[src/rtl/adder_pipe.sv]
// Two-stage streaming signed adder/subtractor/accumulator with valid/ready
// flow control, signed overflow flag and optional saturation.
module adder_pipe #(
  parameter int unsigned BIT_WIDTH = 16,
  parameter bit          SATURATE  = 1'b0
) (
  input  logic                 clk,
  input  logic                 rst_n,
  input  logic                 in_valid,
  output logic                 in_ready,
  input  logic [1:0]           op,
  input  logic [BIT_WIDTH-1:0] A0,
  input  logic [BIT_WIDTH-1:0] A1,
  output logic                 out_valid,
  input  logic                 out_ready,
  output logic [BIT_WIDTH-1:0] Y,
  output logic                 ovf
);

  typedef enum logic [1:0] {
    OP_ADD  = 2'b00,
    OP_SUB  = 2'b01,
    OP_ACC  = 2'b10,
    OP_LOAD = 2'b11
  } op_e;

  localparam logic [BIT_WIDTH-1:0] SAT_MAX = {1'b0, {(BIT_WIDTH-1){1'b1}}};
  localparam logic [BIT_WIDTH-1:0] SAT_MIN = {1'b1, {(BIT_WIDTH-1){1'b0}}};

  op_e                  s1_op;
  logic                 s1_valid;
  logic [BIT_WIDTH-1:0] s1_a0;
  logic [BIT_WIDTH-1:0] s1_a1;
  logic [BIT_WIDTH-1:0] acc;

  logic                 stall;
  logic [BIT_WIDTH:0]   a0_x;
  logic [BIT_WIDTH:0]   a1_x;
  logic [BIT_WIDTH:0]   acc_x;
  logic [BIT_WIDTH:0]   r;
  logic [BIT_WIDTH-1:0] y_c;
  logic                 ovf_c;
  logic                 acc_we;

  // Whole pipeline freezes on a stalled output, even if S1 is empty.
  assign stall    = out_valid & ~out_ready;
  assign in_ready = ~stall;

  assign a0_x  = {s1_a0[BIT_WIDTH-1], s1_a0};
  assign a1_x  = {s1_a1[BIT_WIDTH-1], s1_a1};
  assign acc_x = {acc[BIT_WIDTH-1], acc};

  always_comb begin
    r = '0;
    unique case (s1_op)
      OP_ADD:  r = a0_x + a1_x;
      OP_SUB:  r = a0_x - a1_x;
      OP_ACC:  r = acc_x + a0_x;
      OP_LOAD: r = a0_x;
      default: r = '0;
    endcase
  end

  always_comb begin
    ovf_c = (s1_op != OP_LOAD) && (r[BIT_WIDTH] != r[BIT_WIDTH-1]);
    y_c   = r[BIT_WIDTH-1:0];
    if (SATURATE && ovf_c) begin
      y_c = r[BIT_WIDTH] ? SAT_MIN : SAT_MAX;
    end
    acc_we = (s1_op == OP_ACC) || (s1_op == OP_LOAD);
  end

  always_ff @(posedge clk or negedge rst_n) begin
    if (!rst_n) begin
      s1_valid <= 1'b0;
      s1_op    <= OP_ADD;
      s1_a0    <= '0;
      s1_a1    <= '0;
    end else if (!stall) begin
      s1_valid <= in_valid;
      if (in_valid) begin
        s1_op <= op_e'(op);
        s1_a0 <= A0;
        s1_a1 <= A1;
      end
    end
  end

  // acc is written on the same edge as Y, so a following accumulate beat
  // already sees it without any hazard bubble.
  always_ff @(posedge clk or negedge rst_n) begin
    if (!rst_n) begin
      out_valid <= 1'b0;
      Y         <= '0;
      ovf       <= 1'b0;
      acc       <= '0;
    end else if (!stall) begin
      out_valid <= s1_valid;
      if (s1_valid) begin
        Y   <= y_c;
        ovf <= ovf_c;
        if (acc_we) begin
          acc <= y_c;
        end
      end
    end
  end

endmodule

[config.mk]
export PLATFORM = sky130hd
export DESIGN_NAME = adder_pipe
export DESIGN_NICKNAME = d
export VERILOG_FILES = /design/src/rtl/adder_pipe.sv
export SDC_FILE = /design/constraint.sdc
export NUM_CORES = 1
export LEC_CHECK = 0
export ABC_AREA = 0
export ABC_CLOCK_PERIOD_IN_PS = 4600
export BUFFER_PORTS_ARGS = -buffer_cell sky130_fd_sc_hd__clkbuf_2
export CORE_MARGIN = 2
export CORE_UTILIZATION = 35
export CTS_CLUSTER_DIAMETER = 30
export DETAILED_ROUTE_END_ITERATION = 8
export PLACE_DENSITY = 0.6
export SLEW_MARGIN = 20
export SYNTH_ARGS = -nofsm -noshare
export SYNTH_HDL_FRONTEND = slang
export SYNTH_SLANG_ARGS = --single-unit
export TNS_END_PERCENT = 100
[constraint.sdc]
create_clock -name clk -period 4.6 [get_ports clk]
set_clock_uncertainty 0.2 [all_clocks]
set_input_delay 0.46 -clock clk [delete_from_list [all_inputs] [get_ports clk]]
set_output_delay 0.46 -clock clk [all_outputs]
set_load 0.005 [all_outputs]
==> flow_summary.ini, run 1 <==
[worst_setup_path]
start_kind = flip-flop
path_buf_inv = 1
reg2reg_from = s1_a1[1]$_DFFE_PN0P_
startpoint = s1_a1[1]$_DFFE_PN0P_
crit_cells = 15
cpMaxStageDelayCell = nor3_1
critPathCaptureType = flip-flop
crit_chain = inv_1 > ha_1 > nor3b_1 > nand4_1 > nor3_1 > nand3_1 > a32oi_1 > o21ai_0 > ha_1 > a21oi_1 > o21ai_0 > a311o_1 > o311a_2 > mux2_4 > mux2_2
worstRegToRegCells = 15
critPathRequiredTime_ns = 4.62
cp.arrival_ns = 4.23
critPathKind = reg2reg
cp_max_fo = 5
cpPeakStageDelay_ns = 0.45
path_delay_family = compound AO/OA/AOI/OAI gates

[clock_network]
clkLatencyLatePin_ns = 0.33
cts_buffer_depth = 2
h-tree-depth = 3
numCtsBuffers = 9
clockRootBuffer = clkbuf_16
cts_tree = done
cts.clk_slew.worst_paths_ns = 0.06
postCtsSetupBuffers = 0
cts_sinks = 69

[synthesis]
synth_edf_count = 0
syn-num-nets = 497
synth-main-ff-cell = dfrtp_1
synth.avg_cell_area_sq_um = 9.38
async_flop_share_pct = 100
ys_seq_area_share_pct = 42.2
ys_seq_elements = 69
netlist_area_sq_mm = 0.00409
syn_inst = 436
synthDistinctLibCells = 45
synth_warnings = 0

[sta]
setup_viol = 0
slew_headroom_pct = 49.1
slew_violations = 0
tightestPinTransition_ns = 0.762
rsz0062_at_grt = false
finalHoldViolations = 0
fin_tns_setup_ns = 0
period_share_pct = 91.6
max_freq_mhz = 237
min_period_ns = 4.21

[pwr]
p_per_area_mw_per_mm2 = 614
leakagePower_nw = 2.23
power_frac_seq_pct = 32.0
combPwrFrac_pct = 44.0
p_sw_mw = 1.13
swShare_pct = 38.0
power_frac_clock_pct = 23.9
ir_worst_vdd_v = 0.000186
internal_power_mw = 1.84

[drt]
wl_per_cell_um = 15.9
firstDrtPassIters = 5
route.detailed.drc = 0
drt_iter0_drc = 244
ant_nets = 0
via_per_inst = 5.48
wl_mm = 10.1
vias = 3484

[place]
place_area_sq_mm = 0.00451
dpl.hpwl_mm = 7.46
gp_congestion = 0.965
portBuffers = 56

[hold_path]
hp-class = in2reg
min_delay_path_depth = 2
hp-start = A0[12]

[floorplanning]
die_w_um = 112
io_pins = 57
num_rows = 39
die_h_um = 112
dieArea_sq_mm = 0.0126
initial_core_util_pct = 35.8
coreArea_sq_mm = 0.0114

[status]
status = complete, no violations

[cells_and_area]
design_area_sq_mm = 0.00484
fin_nets = 549
layout-drive-gt1-share_pct = 25.4
n_antenna_cell = 0
area_delta_synth_final_pct = 18.3
fill_cells = 1140

[global_route]
grt_max_degree = 39
grt_pass1_vias = 3372
overflow = 0
track_usage_pct = 16.7
grt_pass1_wl_mm = 16.9
antenna_found_initial = 0

[run]
drv_cap = 0
## cell type report
cell class / count / area [sq um] / area share [%]
clock inverter: 4 / 45.0 / 0.931
clock buffer: 12 / 267 / 5.51
timing repair buffer: 64 / 343 / 7.09
tap: 143 / 179 / 3.70
multi-input combinational: 319 / 2180 / 45.1
sequential: 69 / 1730 / 35.7
inverter: 25 / 93.8 / 1.94
## metrics by stage
stage                     worst slack (ns)  cells  total power, mW  hold slack, ns  util (%)
after floorplan                      0.713    436             1.86         -0.0356         -
after global placement               0.616    619             2.20           0.268      39.5
after detailed placement             0.439    619             2.24           0.275      39.5
after CTS                            0.430    636             2.97           0.144      42.4
after global routing                0.0963    636             3.20           0.147      42.4
final                                0.387    636             2.97           0.153      42.4
## worst register-to-register path: cells and delay by family (launching register included)
family | cells | cell delay (ns)
muxes | 2 | 0.53
AOI/OAI and AO/OA | 6 | 1.23
and+or+nand+nor | 4 | 1.12
buffers and inverters | 1 | 0.07
DFF | 1 | 0.40
adders and majority gates | 2 | 0.53
## state kept, by name (all words and copies together) (netlist names)
register and cells:
ovf 1, Y 16, s1_valid 1, s1_op 2, acc 16, s1_a1 16, s1_a0 16, out_valid 1
## power by group through the flow
stage,Combinational (mW),Sequential [mW],Clock [mW]
floorplan,0.939,0.916,0
finish,1.31,0.951,0.711
global route,1.47,0.979,0.752
global placement,1.25,0.955,0
CTS,1.29,0.952,0.729
detailed placement,1.28,0.959,0
## final timing paths
check	slack (ns)	to
setup / recovery	0.39	acc[15]$_DFFE_PN0P_
hold / removal	0.15	s1_a0[12]$_DFFE_PN0P_
setup reg to reg	0.39	acc[15]$_DFFE_PN0P_
hold reg to reg	0.28	acc[9]$_DFFE_PN0P_
max in group asynchronous	2.72	s1_op[0]$_DFFE_PN0P_
min in group asynchronous	0.52	Y[1]$_DFFE_PN0P_
## cell usage in the layout (no fill, tap or decap), types with 4 or more instances in the layout
cell type   n
clkbuf_2   55
buf_4       7
o21ai_0    48
xnor2_1     8
nor2_1     24
nand2_1    50
o22ai_1    11
o31a_1      7
ha_1       22
nand3_1     7
a31oi_1     5
and3_1      5
a32oi_1     5
nor2b_1     4
dfrtp_1    69
nor3_1      7
mux2_2     38
inv_1      25
a21oi_1    31
clkbuf_16   9
a221o_1     4
## cells by family after synthesis
group | Yosys count | share of synthesized area (%)
AO/OA/AOI/OAI | 130 | 19.5
AND/OR/NAND/NOR | 112 | 12.3
adder cells (fa/ha/maj) | 23 | 7.22
XOR/XNOR | 11 | 2.36
multiplexers | 43 | 11.9
flip-flops | 69 | 42.2
buffers and inverters | 48 | 4.41
## synth_stat cells (all sizes together), types with 2 or more instances
master / instances / area share, %
ha: 22 / 6.7
and3: 5 / 0.76
inv: 25 / 2.3
nand4: 2 / 0.31
o31a: 7 / 1.5
nor3b: 2 / 0.37
nand3b: 3 / 0.55
nor2: 24 / 2.2
o22ai: 11 / 1.7
mux2i: 3 / 0.73
dfrtp: 69 / 42
a21oi: 32 / 4.0
clkbuf: 22 / 2.0
o21a: 4 / 0.76
a31oi: 5 / 0.76
a221o: 4 / 0.98
nand2b: 3 / 0.46
nand3: 7 / 0.86
xor2: 3 / 0.64
a22oi: 2 / 0.37
o211ai: 2 / 0.37
and2: 3 / 0.46
nor3: 7 / 0.86
nand2: 51 / 4.7
o21ai: 49 / 6.0
a32oi: 5 / 1.1
nor2b: 4 / 0.61
a31o: 2 / 0.43
xnor2: 8 / 1.7
mux2: 40 / 11
## timing repair
action | CTS | global route
gates resized for setup | 0 | 0
hold endpoints to repair | 17 | 0
hold buffers | 1 | 0
## per-layer routing
metal	up-vias	GRT usage (%)	share of wire, %
li1	1663	-	-
met1	1663	24.0	48
met2	141	24.9	43
met3	17	3.67	6.5
met4	0	6.34	1.6
met5	-	0	0
No activity file was read; power rests on OpenSTA's default activity.
==> inputs of run 2 (changes only) <==
- CELL_PAD_IN_SITES_DETAIL_PLACEMENT: default -> 1
- CELL_PAD_IN_SITES_GLOBAL_PLACEMENT: default -> 1
- PLACE_DENSITY: 0.6 -> 0.73
==> run 2 against run 1 <==
Combinational power barely moved. Via count fell by 0.46%. Routed wire length is 9.5% higher. Critical path depth is the same. First-iteration DRC count shrank 22%. Sequential power about the same. Clock power down 3%. Design area grew 0.10%. Die area unchanged. Final cell count increased by 0.31%. Worst hold slack lost 0.0025 ns. Largest power group unchanged.
==> flow_summary.ini, run 2 (same netlist as run 1, synthesis figures left out) <==
[drt]
vias = 3468
drt_iter0_drc = 191
firstDrtPassIters = 5
wl_per_cell_um = 17.3
wl_mm = 11.0
ant_nets = 0
route.detailed.drc = 0
via_per_inst = 5.44

[clock_network]
cts_sinks = 69
postCtsSetupBuffers = 0
clockRootBuffer = clkbuf_16
clkLatencyLatePin_ns = 0.34
cts.clk_slew.worst_paths_ns = 0.06
cts_resized = 0
cts_hold_buf = 1
numCtsBuffers = 9
h-tree-depth = 3
cts_tree = done
cts_buffer_depth = 2

[cells_and_area]
final_common_cell = dfrtp_1
n_antenna_cell = 0
fin_nets = 552
register_area_sq_mm = 0.00173
final_cell_mix = dfrtp_1, clkbuf_2, nand2_1
fill_cells = 1348
fin_util_pct = 42.4
layout-drive-gt1-share_pct = 25.1
area_delta_synth_final_pct = 18.4
multiInputGateArea_sq_mm = 0.00218

[global_route]
track_usage_pct = 18.6
grt_max_degree = 40
grt_pass1_wl_mm = 18.4
antenna_found_initial = 0
overflow = 0
grt_pass1_vias = 3631

[place]
place_ws_ns = 0.407
portBuffers = 56
dpl.hpwl_mm = 8.33
gp_congestion = 0.861

[worst_setup_path]
r2r-end = acc[15]$_DFFE_PN0P_
critPathRequiredTime_ns = 4.62
critPathKind = reg2reg
cpMaxStageDelayCell = nor3_1
cp_max_fo = 5
worstRegToRegCells = 15
start_kind = flip-flop
cp.arrival_ns = 4.29
r2r_slack_ns = 0.33
reg2reg_from = s1_a1[0]$_DFFE_PN0P_
critPathCaptureType = flip-flop
crit_chain = inv_1 > ha_1 > nor3b_1 > nand4_1 > nor3_1 > nand3_1 > a32oi_1 > o21ai_0 > ha_1 > a21oi_1 > o21ai_0 > a311o_1 > o311a_2 > mux2_4 > mux2_2
cpPeakStageDelay_ns = 0.46

[sta]
min_period_ns = 4.27
slew_violations = 0
rsz0062_at_grt = false
finalHoldViolations = 0
period_share_pct = 92.8
setup_ws_ns = 0.333
tightestPinTransition_ns = 0.829
fin_tns_setup_ns = 0
slew_headroom_pct = 44.6
setup_viol = 0
holdWs_ns = 0.151
max_freq_mhz = 234

[floorplanning]
die_w_um = 112
coreArea_sq_mm = 0.0114
dieArea_sq_mm = 0.0126
io_pins = 57
die_h_um = 112
initial_core_util_pct = 35.8
num_rows = 39

[hold_path]
holdPathEnd = s1_a0[10]$_DFFE_PN0P_
hp-class = in2reg
hp-start = A0[10]
min_delay_path_depth = 2

[pwr]
p_per_area_mw_per_mm2 = 616
p_total_mw = 2.98
ir_worst_vdd_v = 0.000196
leakagePower_nw = 2.23

[status]
status = complete, no violations

[run]
drv_cap = 0
run 2: changes by cell type in the layout (fill, tap and decap cells not counted), sizes merged:
cell / previous run / this run
clkinv: 3 / 0
buf: 8 / 11
clkbuf: 67 / 69
run 2: routing by layer:
metal | global-route usage [%] | share of wire, % | routed length (um)
met1 | 26.6 | 50 | 5540
met2 | 28.5 | 45 | 4940
met3 | 2.75 | 4.3 | 470
met4 | 7.56 | 0.86 | 95
met5 | 0 | 0 | 0
run 2: critical path, delay by kind of cell, from the launching register on:
family | cells | cell delay (ns)
AO/OA/AOI/OAI | 6 | 1.24
multiplexers | 2 | 0.53
adder cells (fa/ha/maj) | 2 | 0.56
buffers and inverters | 1 | 0.08
AND/OR/NAND/NOR | 4 | 1.13
flip-flops | 1 | 0.40
run 2: how the worst max path moves through the flow:
stage | startpoint | to | slack, ns | depth (start not counted)
finish | s1_a1[0]$_DFFE_PN0P_ | acc[15]$_DFFE_PN0P_ | 0.33 | 15
global route | s1_a1[0]$_DFFE_PN0P_ | acc[15]$_DFFE_PN0P_ | 0.04 | 15
CTS | s1_a1[0]$_DFFE_PN0P_ | acc[15]$_DFFE_PN0P_ | 0.38 | 15
detailed placement | s1_a1[0]$_DFFE_PN0P_ | acc[15]$_DFFE_PN0P_ | 0.41 | 15
global placement | s1_a1[0]$_DFFE_PN0P_ | acc[15]$_DFFE_PN0P_ | 0.55 | 15
floorplan | s1_op[0]$_DFFE_PN0P_ | acc[15]$_DFFE_PN0P_ | 0.71 | 16
run 2: metrics by stage:
| step | instance area, sq um | std cells |
|---|---|---|
| 2_1_floorplan | 4090 | 436 |
| 3_3_place_gp | 4540 | 622 |
| 3_5_place_dp | 4540 | 622 |
| 4_1_cts | 4840 | 638 |
| 5_1_grt | 4840 | 638 |
| 6_report | 4840 | 638 |
run 2: report_power, final:
| part | switching [mW] | internal (mW) |
|---|---|---|
| combinational | 0.755 | 0.585 |
| sequential | 0.148 | 0.802 |
| clock | 0.246 | 0.447 |
run 2: cell type report:
cell class	instances	share of cell area (%)
clock inverters	1	0.620
repair buffers	67	7.55
multi-input cells	319	45.1
flip-flops and latches	69	35.7
inverters	25	1.94
clock buffers	14	5.45
well taps	143	3.70
==> inputs of run 3 (changes only) <==
- ABC_CLOCK_PERIOD_IN_PS: 4600 -> default
- CORE_MARGIN: 2 -> 10
- clock period: 4.6 -> 5.3 ns (I/O delays scaled with it)
==> run 3 against run 2 <==
Via count rose by 0.23%. Clock power fell by 18%. Worst hold slack better by 0.052 ns. Sequential power is 12% lower. Critical path depth stayed put. Setup slack improved by 0.53 ns. Non-clock buffer count fell by 5. Critical path type unchanged. Critical endpoint unchanged. Largest power group unchanged.
==> flow_summary.ini, run 3 (same netlist as run 1, synthesis figures left out) <==
[global_route]
grt_pass1_vias = 3685
antenna_found_initial = 0
grt_pass1_wl_mm = 19.5
track_usage_pct = 14.9
overflow = 0
grt_max_degree = 70

[clock_network]
cts_buffer_depth = 2
clkLatencyLatePin_ns = 0.34
cts.clk_slew.worst_paths_ns = 0.05
cts_hold_buf = 0
numCtsBuffers = 9
cts_sinks = 69
cts_resized = 0
clockRootBuffer = clkbuf_16
cts_tree = done
postCtsSetupBuffers = 0
h-tree-depth = 3

[cells_and_area]
n_antenna_cell = 0
register_area_sq_mm = 0.00173
fin_nets = 547
final_common_cell = dfrtp_1
multiInputGateArea_sq_mm = 0.00218
layout-drive-gt1-share_pct = 24.8
fill_cells = 1381
fin_cells = 631
final_cell_mix = dfrtp_1, clkbuf_2, nand2_1
area_delta_synth_final_pct = 16.9

[sta]
tightestPinTransition_ns = 0.915
period_share_pct = 83.7
fin_tns_setup_ns = 0
slew_violations = 0
finalHoldViolations = 0
max_freq_mhz = 225
slew_headroom_pct = 38.8
setup_viol = 0
setup_ws_ns = 0.864
min_period_ns = 4.44
rsz0062_at_grt = false

[drt]
firstDrtPassIters = 4
wl_mm = 11.9
drt_iter0_drc = 278
via_per_inst = 5.51
vias = 3476
ant_nets = 0
route.detailed.drc = 0
wl_per_cell_um = 18.8

[worst_setup_path]
critPathKind = reg2reg
critPathRequiredTime_ns = 5.32
start_kind = flip-flop
critPathCaptureType = flip-flop
cp_max_fo = 5
cp.arrival_ns = 4.45

[floorplanning]
die_h_um = 128
num_rows = 39
initial_core_util_pct = 35.8
coreArea_sq_mm = 0.0114
die_w_um = 128
io_pins = 57
dieArea_sq_mm = 0.0164

[place]
place_ws_ns = 0.991
gp_congestion = 0.901
portBuffers = 56
post-place-cells = 618
dpl.hpwl_mm = 8.75

[pwr]
p_per_area_mw_per_mm2 = 535
leakagePower_nw = 2.20
ir_worst_vdd_v = 0.000201

[hold_path]
hp-class = in2async

[run]
drv_cap = 0

[status]
status = complete, no violations
==> run 3: changes by cell type in the layout (fill, tap and decap cells not counted) <==
cell	previous run	this run
buf_4	10	6
bufinv_16	1	0
clkinvlp_4	0	1
clkbuf_8	2	3
clkbuf_1	3	0
dlygate4sd3_1	1	0
==> run 3: worst paths after layout <==
check                                startpoint                   end  depth (start not counted)  slack (ns)
min in group clk                          A0[8]  s1_a0[8]$_DFFE_PN0P_                          2        0.22
max                        s1_a1[0]$_DFFE_PN0P_   acc[15]$_DFFE_PN0P_                         15        0.86
min                                       rst_n      Y[1]$_DFFE_PN0P_                          2        0.20
max in group asynchronous                 rst_n     Y[14]$_DFFE_PN0P_                          2        4.11
max reg2reg                s1_a1[0]$_DFFE_PN0P_   acc[15]$_DFFE_PN0P_                         15        0.86
min reg2reg                    Y[3]$_DFFE_PN0P_      Y[3]$_DFFE_PN0P_                          2        0.29
==> run 3: where the power goes <==
| group | total (mW) | switching (mW) | leakage [nW] | internal [mW] |
|---|---|---|---|---|
| combinational | 1.16 | 0.655 | 1.24 | 0.501 |
| clock | 0.566 | 0.219 | 0.133 | 0.347 |
| sequential | 0.835 | 0.138 | 0.825 | 0.697 |
| total | 2.56 | 1.01 | 2.20 | 1.54 |
==> run 3: critical path: stages, from the launching register on <==
cell	delay, ns
dfrtp_1	0.40
inv_1	0.07
ha_1	0.21
nor3b_1	0.34
nand4_1	0.20
nor3_1	0.44
nand3_1	0.16
a32oi_1	0.21
o21ai_0	0.12
ha_1	0.36
a21oi_1	0.32
o21ai_0	0.21
a311o_1	0.35
o311a_2	0.15
mux2_4	0.28
mux2_2	0.27
==> run 3: routing by layer <==
metal  GRT usage, %  routed length (um)  up-vias
li1               -                   -     1659
met1           19.2                5410     1717
met3           3.27                 649       13
met4           6.03                 214        0
met5              0                   0        -
met2           23.7                5590       87
==> run 3: metrics by stage <==
stage / hold slack [ns] / power (mW) / cell area, sq um / utilization (%)
2_1_floorplan: 0.0344 / 1.61 / 4090 / -
5_1_grt: 0.227 / 2.76 / 4780 / 41.9
4_1_cts: 0.217 / 2.57 / 4780 / 41.9
6_report: 0.203 / 2.56 / 4780 / 41.9
3_3_place_gp: 0.269 / 1.92 / 4510 / 39.5
3_5_place_dp: 0.276 / 1.99 / 4510 / 39.5
==> run 3: final cells by class <==
type / instances / area share [%]
multi-input cells: 319 / 45.6
clock buffers: 12 / 5.57
clock inverters: 1 / 0.157
well taps: 143 / 3.74
inverters: 25 / 1.96
repair buffers: 62 / 6.80
flip-flops and latches: 69 / 36.1
